`src/rtl/axis_s.sv`:
```
// AXI-Stream receiver: buffers incoming beats in a first-word-fall-through FIFO,
// drains them on a valid/ready port and reports per-frame length and length errors.
module axis_s #(
  parameter int DATA_W  = 32,
  parameter int DEPTH   = 8,
  parameter int EXP_LEN = 40
) (
  input  logic              aclk,
  input  logic              aresetn,
  input  logic              tvalid,
  output logic              tready,
  input  logic [DATA_W-1:0] tdata,
  input  logic              tlast,
  input  logic              enable,
  output logic              out_valid,
  input  logic              out_ready,
  output logic [DATA_W-1:0] out_data,
  output logic              out_last,
  output logic              frame_done,
  output logic [15:0]       frame_len,
  output logic              len_err,
  output logic              busy
);

  localparam int PTR_W = (DEPTH > 1) ? $clog2(DEPTH) : 1;
  localparam int CNT_W = PTR_W + 1;
  localparam logic [CNT_W-1:0] FULL_CNT = CNT_W'(DEPTH);
  localparam logic [15:0]      EXP_LEN_W = 16'(EXP_LEN);
  localparam logic [15:0]      LEN_MAX = 16'hFFFF;

  typedef enum logic [0:0] {
    IDLE = 1'b0,
    RECV = 1'b1
  } state_t;

  logic [DATA_W:0]  mem_q [DEPTH];
  logic [DATA_W:0]  mem_d [DEPTH];
  logic [PTR_W-1:0] wr_ptr_q, wr_ptr_d;
  logic [PTR_W-1:0] rd_ptr_q, rd_ptr_d;
  logic [CNT_W-1:0] count_q, count_d;
  state_t           state_q, state_d;
  logic [15:0]      beat_cnt_q, beat_cnt_d;
  logic             frame_done_q, frame_done_d;
  logic [15:0]      frame_len_q, frame_len_d;
  logic             len_err_q, len_err_d;

  logic             push;
  logic             pop;
  logic [DATA_W:0]  head;
  logic [15:0]      len_inc;

  // Ready depends only on registered occupancy, so upstream never sees a path from out_ready or tvalid.
  assign tready    = aresetn & enable & (count_q < FULL_CNT);
  assign out_valid = (count_q != '0);
  assign push      = tvalid & tready;
  assign pop       = out_valid & out_ready;
  assign head      = mem_q[rd_ptr_q];
  assign out_data  = out_valid ? head[DATA_W-1:0] : '0;
  assign out_last  = out_valid ? head[DATA_W] : 1'b0;

  assign frame_done = frame_done_q;
  assign frame_len  = frame_len_q;
  assign len_err    = len_err_q;
  assign busy       = (state_q == RECV);

  assign len_inc = (beat_cnt_q == LEN_MAX) ? LEN_MAX : beat_cnt_q + 16'd1;

  always_comb begin
    mem_d    = mem_q;
    wr_ptr_d = wr_ptr_q;
    rd_ptr_d = rd_ptr_q;
    count_d  = count_q;
    if (push) begin
      mem_d[wr_ptr_q] = {tlast, tdata};
      wr_ptr_d        = wr_ptr_q + PTR_W'(1);
    end
    if (pop) begin
      rd_ptr_d = rd_ptr_q + PTR_W'(1);
    end
    case ({push, pop})
      2'b10:   count_d = count_q + CNT_W'(1);
      2'b01:   count_d = count_q - CNT_W'(1);
      default: count_d = count_q;
    endcase
  end

  // Frame tracking: IDLE and RECV share the same increment since beat_cnt is 0 in IDLE.
  always_comb begin
    state_d      = state_q;
    beat_cnt_d   = beat_cnt_q;
    frame_done_d = 1'b0;
    frame_len_d  = frame_len_q;
    len_err_d    = len_err_q;
    if (push) begin
      if (tlast) begin
        state_d      = IDLE;
        beat_cnt_d   = 16'd0;
        frame_done_d = 1'b1;
        frame_len_d  = len_inc;
        len_err_d    = (len_inc != EXP_LEN_W);
      end else begin
        state_d    = RECV;
        beat_cnt_d = len_inc;
      end
    end
  end

  always_ff @(posedge aclk or negedge aresetn) begin
    if (!aresetn) begin
      for (int i = 0; i < DEPTH; i++) begin
        mem_q[i] <= '0;
      end
      wr_ptr_q     <= '0;
      rd_ptr_q     <= '0;
      count_q      <= '0;
      state_q      <= IDLE;
      beat_cnt_q   <= 16'd0;
      frame_done_q <= 1'b0;
      frame_len_q  <= 16'd0;
      len_err_q    <= 1'b0;
    end else begin
      mem_q        <= mem_d;
      wr_ptr_q     <= wr_ptr_d;
      rd_ptr_q     <= rd_ptr_d;
      count_q      <= count_d;
      state_q      <= state_d;
      beat_cnt_q   <= beat_cnt_d;
      frame_done_q <= frame_done_d;
      frame_len_q  <= frame_len_d;
      len_err_q    <= len_err_d;
    end
  end

endmodule

```
`config.mk`:
```
export PLATFORM = sky130hd
export DESIGN_NAME = axis_s
export DESIGN_NICKNAME = d
export VERILOG_FILES = /design/src/rtl/axis_s.sv
export SDC_FILE = /design/constraint.sdc
export NUM_CORES = 1
export LEC_CHECK = 0
export ABC_AREA = 0
export CORE_UTILIZATION = 36
export DETAILED_ROUTE_END_ITERATION = 10
export GPL_ROUTABILITY_DRIVEN = 1
export PLACE_DENSITY = 0.58
export SLEW_MARGIN = 25
export SYNTH_ARGS = -nofsm -noshare
export SYNTH_HDL_FRONTEND = slang
export SYNTH_SLANG_ARGS = --single-unit
export TNS_END_PERCENT = 30
```
`constraint.sdc`:
```
create_clock -name aclk -period 2.92 [get_ports aclk]
set_input_delay 0.438 -clock aclk [delete_from_list [all_inputs] [get_ports aclk]]
set_output_delay 0.438 -clock aclk [all_outputs]
set_load 0.01 [all_outputs]
```
Yosys cells after proc, flatten, opt, wreduce, memory -nomap -nowiden
Cells that the tools add are included.
- register bits: 309
- bits in latches: 0
- memory bits (writable): 0
- ROM bits: 0
- bits of input ports: 38
- output and inout port bits: 54
- word-level logic and storage cells: 53
- memories kept: 0
- add/subtract/negate cells: 5
- multipliers: 0
- divide/modulo/power cells: 0
- order comparisons: 4
- equal/unequal tests: 4
- shift-type cells: 0
- muxes and demuxes: 14
- bitwise gates (word level): 6
- reduce and logical (&&, ||, !) cells: 4
- operator list (operator ; count):
    $bwmux 264 ; 1
    $bmux 33 s3 ; 1
    $demux 33 s3 ; 1
    $mux 33 ; 3
    $mux 16 ; 2
    $mux 32 ; 1
    $add 16x1->16 const B ; 1
    $eq 16x16->1 const B ; 1
    $ne 16x6->1 const B ; 1
    $ge 4x4->1 const B ; 2
    $not 3->4 ; 2
    $pmux 4 s2 ; 1
    $add 3x1->3 const B ; 2
    $add 4x1->4 const B ; 1
    $and 1x1->1 ; 4
    $lt 4x1->1 const B ; 1
    $lt 4x4->1 const B ; 1
    $mux 1 ; 4
    $reduce_bool 4->1 ; 1
    $sub 4x1->4 const B ; 1
    $eq 2x1->1 const B ; 1
    $eq 2x2->1 const B ; 1
    $reduce_and 2->1 ; 1
    $reduce_bool 2->1 ; 1
    $logic_and 1x1->1 ; 1

Longest topological paths before layout
Gate-level depths: netlist of run 1.
- word-level depth: 6
- gate-level depth with buffers: 12
- depth with buffers taken out: 10

Worst setup path after synthesis of run 1
OpenSTA, ideal clock, no wires.
- path kind: register to register
- from: register count_q[1]
- to: register count_q[2]
- library setup time: 125 ps
- arrival: 2393 ps
- data required time: 2795 ps
- setup slack: 402 ps
- stages on the path, launching flop included: 12
- buffers on the path: 1
- clock period less this slack: 2518 ps
- cell sequence: dfrtp_1 > nor4_2 > inv_2 > and2_1 > clkbuf_1 > ha_1 > xor2_1 > ha_1 > a21oi_1 > xor2_1 > nor2_1 > xor2_1
- elaborated cells on any way between the ends: 11
- classes of those cells: add/sub: 2; order compare: 1; eq/ne: 2; mux: 1; bitwise: 3; reduce/logical: 2
- RTL lines (item ; RTL line ; source):
    start: declaration ; 40 ; logic [CNT_W-1:0] count_q, count_d;
    start signal: assignment ; 125 ; count_q <= count_d;
    $reduce_bool 4->1 * ; 54 ; assign out_valid = (count_q != '0);
    named net out_valid ; 15 ; output logic out_valid,
    $and 1x1->1 * ; 56 ; assign pop = out_valid & out_ready;
    named net pop ; 48 ; logic pop;
    $eq 2x1->1 / $eq 2x2->1 (equally long branches) ; 80 ; case ({push, pop})
    $pmux 4 s2 / $reduce_bool 2->1 (equally long branches) ; n/a ;
The timed path passes the listed nets; every way through them passes the cells marked *.
A chain may end at the register's enable or synchronous reset.

Final worst setup path of run 1
- from: register rd_ptr_q[0]
- to: output out_data[22]
- cells in the longest elaborated chain, start to end: 5
- ends and longest elaborated chain (item ; RTL line ; source):
    start: declaration ; 39 ; logic [PTR_W-1:0] rd_ptr_q, rd_ptr_d;
    start signal: assignment ; 124 ; rd_ptr_q <= rd_ptr_d;
    $not 3->4 (not written as such) ; 57 ; assign head = mem_q[rd_ptr_q];
    $bmux 33 s3 ; 57 ;
    $mux 33 (not written as such) (2 in series) ; 57 ;
    $mux 32 ; 58 ; assign out_data = out_valid ? head[DATA_W-1:0] : '0;
    end: declaration ; 17 ; output logic [DATA_W-1:0] out_data,
Every way passes these cells. The select of a mux whose other input is x is not followed.

==> results.tsv, run 1 <==
metric	value	unit
outcome	finished, final reports clean	
WL final	31900	um
residual overflow from global routing	0	
final-report max-slew violation count	0	
transition time at the pin with the least slew margin	935	ps
num rows	72	
horizontal extent of the die	201	um
global-route wire length before repair	51800	um
Yosys reg bits	309	
endpoint arrival time on the critical path	2400	ps
cell area after synthesis	14300	um^2
floorplan core area	38900	um^2
hold violation total from the final report	0	
final-layout worst hold slack	303	ps
Slew HR	37.6	%
flip-flop cell with the highest count after synthesis	sky130_fd_sc_hd__dfrtp_1	
async set-reset flop share out of synthesis	100	%
Clk Tree Root Cell	sky130_fd_sc_hd__clkbuf_16	
global placer's final weighted congestion	0.756	
total track usage	16.2	%
routed wire length per instance	19.6	um
kind of capture point of the worst setup path	output pin	
total number of nets in the final design	1128	
sequential cell area fraction in the yosys report	54.1	%
Synth Net Count	1025	
crit share post-route	97.1	%
initial cell density of the core	36.7	%
CTS H-tree depth	2	
most instantiated library cell after synthesis	sky130_fd_sc_hd__dfrtp_1	
final count of negative-setup-slack endpoints	0	
total power	16.8	mW
static leakage	7.97	nW
setup TNS	0	ps
average footprint of a synthesized cell	14.6	um^2
CTS max path bufs	3	
clock latency at the later pin of the worst-skew pair	520	ps
Post-DRT Antenna Nets	0	
share of the synthesized area in the top cell type	54.1	%
number of antenna violations at the first check in global routing	2	
number of fill cells	3574	
Worst-path clk slew	60	ps
I/O pin count	92	
startpoint type of the worst setup path	register	
max frequency	0.353	GHz
total vias in the final route	8325	
VDD IR-drop max	0.000436	V
CTS tree	yes	
number of enable flip-flop cells after synthesis	0	
path category of the worst min-delay check	input pin to async pin	
final HPWL from detailed placement	19000	um
via count of the first global-routing pass	8949	
cell type with the highest aggregate area in the netlist	sky130_fd_sc_hd__dfrtp_1	
CTS Sinks	309	
post-layout instance area	17200	um^2
pin count of the biggest net entering global routing	169	
post-layout util	44.3	%
Netlist cell types	49	
number of CTS-inserted buffers	35	
Max Cap Violations	0	
ranking of synthesized cells by instance count	sky130_fd_sc_hd__dfrtp_1, sky130_fd_sc_hd__mux2_2, sky130_fd_sc_hd__mux4_2	
Area growth, synth to finish	20.7	%
DRC violation total after the first TritonRoute iteration	298	
DRC violations left	0	
Synth Instances	981	
critical setup path kind	register to output pin	
via count normalized by instance count	5.12	
overall die area	40500	um^2
Critical Path Fanout Max	9	
ranking of synthesized cells by area	sky130_fd_sc_hd__dfrtp_1, sky130_fd_sc_hd__mux2_2, sky130_fd_sc_hd__mux4_2	
power density relative to cell area	973	nW/um^2
Die H	201	um
RSZ-0062 raised after global routing	true	
Tmin final	2840	ps
Pre-Repair DR Iteration Count	4	
number of warnings printed during yosys synthesis	0	
Clock Skews	21.0	ps
Port Buffers	91	
layout cell share with drive strength beyond 1	39.8	%
critical path required time	2480	ps
Cell Area, Placed	16000	um^2
metal layers:
metal	share of wire [%]	up-vias	track usage, %
li1	-	3797	-
met1	46	4370	22.2
met2	48	115	26.6
met3	3.6	41	3.03
met4	1.7	2	4.11
met5	0.053	-	0
sequential cells by signal, indices dropped and copies added (netlist names):
register,count
wr_ptr_q,3
len_err,1
count_q,4
busy,1
mem_q,264
frame_done,1
beat_cnt_q,16
frame_len,16
rd_ptr_q,3
critical path, cell delays in order, from the launching register on:
cell	delay (ps)
sky130_fd_sc_hd__dfrtp_4	520
sky130_fd_sc_hd__buf_12	170
sky130_fd_sc_hd__buf_4	140
sky130_fd_sc_hd__mux4_2	500
sky130_fd_sc_hd__mux2i_1	160
sky130_fd_sc_hd__nor2_1	80
sky130_fd_sc_hd__dlygate4sd2_1	300
repair_timing:
item	in CTS	in global routing
resized for setup	41	19
setup endpoints to repair	31	16
hold buffers	1	0
hold endpoints to repair	7	0
setup buffers	2	3
placed cells by master, fill, tap and decap left out, types with 4 or more instances in the layout:
cell type and count:
sky130_fd_sc_hd__buf_12 16, sky130_fd_sc_hd__a31oi_1 11, sky130_fd_sc_hd__o21ai_0 19, sky130_fd_sc_hd__inv_1 6
sky130_fd_sc_hd__nand4_1 5, sky130_fd_sc_hd__mux2i_4 5, sky130_fd_sc_hd__mux4_2 66, sky130_fd_sc_hd__dlymetal6s2s_1 9
sky130_fd_sc_hd__o22a_1 5, sky130_fd_sc_hd__buf_4 23, sky130_fd_sc_hd__a22o_1 4, sky130_fd_sc_hd__o31ai_1 4
sky130_fd_sc_hd__mux2i_1 25, sky130_fd_sc_hd__clkdlybuf4s50_1 57, sky130_fd_sc_hd__nand2_1 42, sky130_fd_sc_hd__xor2_1 12
sky130_fd_sc_hd__mux2_2 262, sky130_fd_sc_hd__dfrtp_1 306, sky130_fd_sc_hd__xnor2_1 7, sky130_fd_sc_hd__nand3_1 11
sky130_fd_sc_hd__ha_1 6, sky130_fd_sc_hd__a21oi_1 17, sky130_fd_sc_hd__clkdlybuf4s15_1 8, sky130_fd_sc_hd__clkbuf_1 13
sky130_fd_sc_hd__nor2_1 59, sky130_fd_sc_hd__clkbuf_16 37, sky130_fd_sc_hd__dlygate4sd2_1 16
cell type report:
class	count	area (um^2)	share of cell area [%]
clock inverters	7	113	0.653
multi-input cells	597	6260	36.3
well taps	518	648	3.76
diodes	1	2.50	0.0145
clock buffers	52	1000	5.81
inverters	8	32.5	0.189
flip-flops and latches	309	7740	44.9
repair buffers	133	1450	8.40
per-stage QoR:
stage	setup slack, ps	instances
final	83.6	1625
after global routing	-1.15	1625
after CTS	-64.9	1621
after detailed placement	130	1559
after global placement	157	1559
after floorplan	402	981
final timing paths:
kind | slack [ps] | endpoint | cells past startpoint | start
min | 300 | frame_len[8]$_DFFE_PN0P_ | 2 | aresetn
max in group asynchronous | 830 | mem_q[180]$_DFFE_PN0P_ | 4 | aresetn
max reg2reg | 460 | count_q[2]$_DFFE_PN0P_ | 10 | count_q[1]$_DFFE_PN0P_
max | 80 | out_data[22] | 6 | rd_ptr_q[0]$_DFFE_PN0P_
min reg2reg | 480 | mem_q[230]$_DFFE_PN0P_ | 2 | mem_q[230]$_DFFE_PN0P_
min in group aclk | 480 | mem_q[230]$_DFFE_PN0P_ | 2 | mem_q[230]$_DFFE_PN0P_
cells by family after synthesis:
logic type / Yosys count / share of synthesized area, %
mux: 364 / 33.6
flops: 309 / 54.1
simple gates: 143 / 5.07
buf+inv: 75 / 2.74
compound gates: 65 / 2.79
xor+xnor: 19 / 1.16
fa+ha+maj: 6 / 0.525
power breakdown:
part           switching, mW  total, mW  internal (mW)
logic                   2.35       5.82           3.48
clock network           1.69       4.32           2.63
registers              0.897       6.64           5.75
total                   4.93       16.8           11.9
Note: power is estimated with default switching activity, not from simulation.
==> inputs of run 2 (changes only) <==
PLACE_DENSITY = 0.6   (was 0.58)
clock period = 2.6 ns   (was 2.92 ns; I/O delays follow)
==> results.tsv, run 2 (synthesis results as in run 1) <==
metric	value	unit	change
critical path required time	2210	ps	-270 ps
DRC violations left	0		unchanged
combined area of the multi-input logic cells	6240	um^2	-0.24%
final HPWL from detailed placement	19100	um	+0.31%
Post-DRT Antenna Nets	0		unchanged
Critical Path Fanout Max	6		-3
global-route wire length before repair	51600	um	-0.41%
total track usage	16.2	%	-0.054 points
CTS tree	yes		
final-layout worst hold slack	283	ps	-20.1 ps
number of antenna violations at the first check in global routing	2		unchanged
kind of capture point of the worst setup path	output pin		
crit path setup slack, layout	-93.5	ps	-177 ps
residual overflow from global routing	0		unchanged
register ranked first by flip-flop count	mem_q		
Port Buffers	91		unchanged
layout cell share with drive strength beyond 1	44.9	%	+5.1 points
path category of the worst min-delay check	input pin to async pin		
initial cell density of the core	36.7	%	unchanged
Clock Skews	15.8	ps	-5.22 ps
clock latency at the later pin of the worst-skew pair	510	ps	about the same
startpoint type of the worst setup path	register		
I/O pin count	92		unchanged
outcome	finished with violations		
Worst-path clk slew	60	ps	about the same
crit path cell chain	buf_12, buf_12, buf_6, mux4_2, mux2i_1, buf_4, nor2_4, buf_6		
endpoint arrival time on the critical path	2300	ps	-100 ps
hold violation total from the final report	0		unchanged
number of CTS-inserted buffers	35		unchanged
DRC violation total after the first TritonRoute iteration	339		+14%
static leakage	8.04	nW	+0.85%
total power	19.2	mW	+15%
Area growth, synth to finish	22.5	%	
Reg area	7740	um^2	unchanged
Largest register FFs	264		unchanged
Slew HR	46.6	%	+9.0 points
pin count of the biggest net entering global routing	172		+1.8%
most common cell after layout, fill and taps aside	sky130_fd_sc_hd__dfrtp_1		
WL final	31800	um	-0.23%
total number of nets in the final design	1158		+2.7%
critical setup path kind	register to output pin		
Die H	201	um	unchanged
routed wire length per instance	19.2	um	-2.1%
floorplan core area	38900	um^2	unchanged
total vias in the final route	8502		+2.1%
global placer's final weighted congestion	0.785		+3.8%
final-report max-slew violation count	0		unchanged
final count of negative-setup-slack endpoints	16		+16
horizontal extent of the die	201	um	unchanged
number of fill cells	3522		-1.5%
crit share post-route	104	%	
Pre-Repair DR Iteration Count	4		unchanged
Diodes inserted	0		-1
Tmin final	2690	ps	
delay of the slowest critical-path stage	480	ps	-40 ps
Clk Tree Root Cell	sky130_fd_sc_hd__clkbuf_16		
via count normalized by instance count	5.13		+0.21%
post-layout util	45.0	%	+0.68 points
violations in the final reports	setup timing		
max frequency	0.371	GHz	
power density relative to cell area	1100	nW/um^2	+13%
via count of the first global-routing pass	8914		-0.39%
CTS max path bufs	3		unchanged
RSZ-0062 raised after global routing	true		
critical path's slowest cell	sky130_fd_sc_hd__dfrtp_4		
CTS H-tree depth	2		unchanged
VDD IR-drop max	0.000641	V	+47%
CTS Sinks	309		unchanged
overall die area	40500	um^2	unchanged
Max Cap Violations	0		unchanged
transition time at the pin with the least slew margin	800	ps	-135 ps
num rows	72		unchanged
commonest cells after routing, fill and taps aside	sky130_fd_sc_hd__dfrtp_1, sky130_fd_sc_hd__mux2_2, sky130_fd_sc_hd__mux4_2		
==> run 2: cell types whose count changed in the layout (fill, tap and decap cells not counted), sizes merged <==
cell,previous run,this run
clkbuf,52,51
clkinvlp,1,0
clkinv,3,6
inv,8,9
diode,1,0
clkdlybuf4s15,8,1
dlymetal6s2s,9,0
buf,42,104
dlygate4sd2,16,0
==> run 2: worst paths after layout <==
path                                                start                   endpoint  slack, ps  cells past startpoint
worst min register to register  frame_len[11]$_DFFE_PN0P_  frame_len[11]$_DFFE_PN0P_        480                      2
min in group aclk               frame_len[11]$_DFFE_PN0P_  frame_len[11]$_DFFE_PN0P_        480                      2
worst min-delay path                              aresetn   frame_len[8]$_DFFE_PN0P_        280                      2
worst max-delay path              rd_ptr_q[0]$_DFFE_PN0P_               out_data[24]        -90                      8
max in group asynchronous                         aresetn     mem_q[155]$_DFFE_PN0P_       1160                      4
worst max register to register     count_q[1]$_DFFE_PN0P_     count_q[3]$_DFFE_PN0P_        280                     10
==> run 2: repair_timing <==
item	in CTS	in global routing
hold buffers	1	0
endpoints found under the setup margin	33	29
gates resized for setup	161	9
gates cloned	4	0
pin swaps	3	5
hold endpoints to repair	6	0
setup buffers	19	9
==> run 2: per-layer routing <==
layer / routed length [um] / up-vias / global-route usage [%]
met5: 29 / - / 0
met4: 501 / 4 / 3.60
met3: 1030 / 46 / 2.77
met2: 15100 / 105 / 26.0
met1: 15200 / 4459 / 23.0
li1: - / 3888 / -
==> run 2: area by class of cell <==
type | count | share of cell area, %
inverters | 8 | 0.186
well taps | 518 | 3.70
flip-flops and latches | 309 | 44.2
clock buffers | 51 | 5.75
repair buffers | 163 | 9.76
multi-input cells | 597 | 35.7
clock inverters | 10 | 0.736
==> run 2: per-stage QoR <==
| step | area [um^2] | instances | setup slack, ps | setup TNS, ps |
|---|---|---|---|---|
| floorplan | 14300 | 981 | 82.2 | 0 |
| global placement | 16100 | 1566 | -30.0 | -30.0 |
| detailed placement | 16100 | 1566 | -36.8 | -65.9 |
| CTS | 17400 | 1648 | -122 | -1580 |
| global route | 17500 | 1656 | -140 | -2820 |
| finish | 17500 | 1656 | -93.5 | -440 |
==> run 2: worst max-delay path: cells and delay by family, from the launching register on <==
family | cells | cell delay, ps
buffers and inverters | 5 | 670
DFF | 1 | 480
and+or+nand+nor | 1 | 30
muxes | 2 | 590
==> run 2: report_power, final <==
part           switching, mW  total [mW]  internal [mW]
Combinational           2.78        6.96           4.18
Clock                   1.88        4.86           2.98
Sequential             0.978        7.43           6.45
Total                   5.64        19.2           13.6
==> inputs of run 3 (changes only) <==
CTS_BUF_LIST = sky130_fd_sc_hd__clkbuf_16   (was not set)
SLEW_MARGIN = 0   (was 25)
TNS_END_PERCENT = 20   (was 30)
==> results.tsv, run 3 (synthesis results as in run 1) <==
metric	value	unit	change
WL final	31800	um	about the same
overall die area	40500	um^2	unchanged
clock latency at the later pin of the worst-skew pair	510	ps	about the same
CTS Sinks	309		unchanged
horizontal extent of the die	201	um	unchanged
final count of negative-setup-slack endpoints	15		-1
I/O pin count	92		unchanged
outcome	finished with violations		
worst flop-to-flop path endpoint	count_q[3]$_DFFE_PN0P_		
static leakage	8.04	nW	about the same
Slew HR	30.0	%	-17 points
violations in the final reports	setup timing		
pin count of the biggest net entering global routing	172		unchanged
Post-DRT Antenna Nets	0		unchanged
Clk Tree Root Cell	sky130_fd_sc_hd__clkbuf_16		
via count normalized by instance count	5.13		-0.12%
RSZ-0062 raised after global routing	true		
final HPWL from detailed placement	19100	um	unchanged
commonest cells after routing, fill and taps aside	sky130_fd_sc_hd__dfrtp_1, sky130_fd_sc_hd__mux2_2, sky130_fd_sc_hd__mux4_2		
DRC violations left	0		unchanged
VDD IR-drop max	0.000641	V	-0.11%
number of fill cells	3527		+0.14%
Pre-Repair DR Iteration Count	4		unchanged
layout cell share with drive strength beyond 1	44.3	%	-0.57 points
hold violation total from the final report	0		unchanged
total power	19.0	mW	-1.3%
endpoint arrival time on the critical path	2300	ps	about the same
number of cells on the worst reg-to-reg path	10		unchanged
Die H	201	um	unchanged
Diodes inserted	0		unchanged
CTS tree	yes		
worst r2r src	count_q[1]$_DFFE_PN0P_		
critical path required time	2210	ps	about the same
Tmin final	2690	ps	-8.28 ps
num rows	72		unchanged
via count of the first global-routing pass	8911		-0.034%
power density relative to cell area	1090	nW/um^2	-0.77%
total vias in the final route	8497		-0.059%
critical setup path kind	register to output pin		
startpoint type of the worst setup path	register		
total number of nets in the final design	1159		+0.086%
Area growth, synth to finish	21.9	%	
most common cell after layout, fill and taps aside	sky130_fd_sc_hd__dfrtp_1		
global-route wire length before repair	51600	um	about the same
Critical Path Fanout Max	6		unchanged
path category of the worst min-delay check	input pin to async pin		
register ranked first by flip-flop count	mem_q		
CTS max path bufs	3		unchanged
final-report max-slew violation count	0		unchanged
Port Buffers	91		unchanged
initial cell density of the core	36.7	%	unchanged
setup TNS	-397	ps	+42.8 ps
global placer's final weighted congestion	0.785		unchanged
Worst-path clk slew	60	ps	about the same
transition time at the pin with the least slew margin	1050	ps	+249 ps
Largest register FFs	264		unchanged
residual overflow from global routing	0		unchanged
crit path setup slack, layout	-85.3	ps	+8.28 ps
CTS H-tree depth	2		unchanged
max frequency	0.372	GHz	+0.31%
floorplan core area	38900	um^2	unchanged
Clock Skews	15.4	ps	-0.438 ps
timing startpoint of the critical path	rd_ptr_q[0]$_DFFE_PN0P_		
worst reg2reg setup slack	280	ps	about the same
Max Cap Violations	0		unchanged
routed wire length per instance	19.2	um	about the same
number of antenna violations at the first check in global routing	2		unchanged
kind of capture point of the worst setup path	output pin		
total track usage	16.2	%	about the same
number of CTS-inserted buffers	35		unchanged
DRC violation total after the first TritonRoute iteration	340		+0.29%
crit share post-route	103	%	-0.32 points
[run 3: final cells by class]
cell class                      instances  area, um^2  area share, %
Timing Repair Buffer                  164        1690           9.72
Clock inverter                         26         189           1.08
Sequential cell                       309        7740           44.4
Tap cell                              518         648           3.72
Clock buffer                           35         876           5.03
Multi-Input combinational cell        597        6240           35.8
Inverter                                8        32.5          0.187
[run 3: worst max path at each step]
stage	to	slack, ps	cells after the start
final	out_data[24]	-90	8
after CTS	out_data[14]	-130	7
after floorplan	count_q[2]$_DFFE_PN0P_	80	11
after detailed placement	count_q[3]$_DFFE_PN0P_	-40	11
after global routing	out_data[24]	-140	8
after global placement	count_q[3]$_DFFE_PN0P_	-30	11
[run 3: power breakdown]
group	internal, mW	switching, mW	total, mW
Combinational	4.19	2.78	6.97
Sequential	6.45	0.975	7.43
Clock	2.73	1.87	4.61
[run 3: worst max-delay path, stage by stage, from the launching register on]
cell and delay, ps:
sky130_fd_sc_hd__dfrtp_4 480, sky130_fd_sc_hd__buf_12 150, sky130_fd_sc_hd__buf_12 130, sky130_fd_sc_hd__buf_6 110
sky130_fd_sc_hd__mux4_2 410, sky130_fd_sc_hd__mux2i_1 180, sky130_fd_sc_hd__buf_4 160, sky130_fd_sc_hd__nor2_4 30
sky130_fd_sc_hd__buf_6 120
[run 3: timing repair]
item / 4_1_cts / 5_1_grt
hold buffers: 1 / 0
endpoints found under the setup margin: 33 / 28
setup buffers: 18 / 12
resized for setup: 160 / 9
pin swaps: 3 / 6
endpoints found under the hold margin: 6 / 0
cloned: 4 / 0
[run 3: through the flow]
step           std cells  util (%)  hold slack [ps]  setup slack [ps]  area [um^2]
2_1_floorplan        981         -             94.4              82.2        14300
3_3_place_gp        1566      41.3              197             -30.0        16100
3_5_place_dp        1566      41.3              198             -36.8        16100
4_1_cts             1647      44.6              263              -130        17400
5_1_grt             1657      44.8              278              -145        17400
6_report            1657      44.8              285             -85.3        17400
[run 3: per-layer routing]
metal  global-route usage [%]  share of wire [%]
met1                     23.1                 48
met2                     26.0                 47
met3                     2.77                3.5
met4                     3.52                1.5
met5                        0              0.091
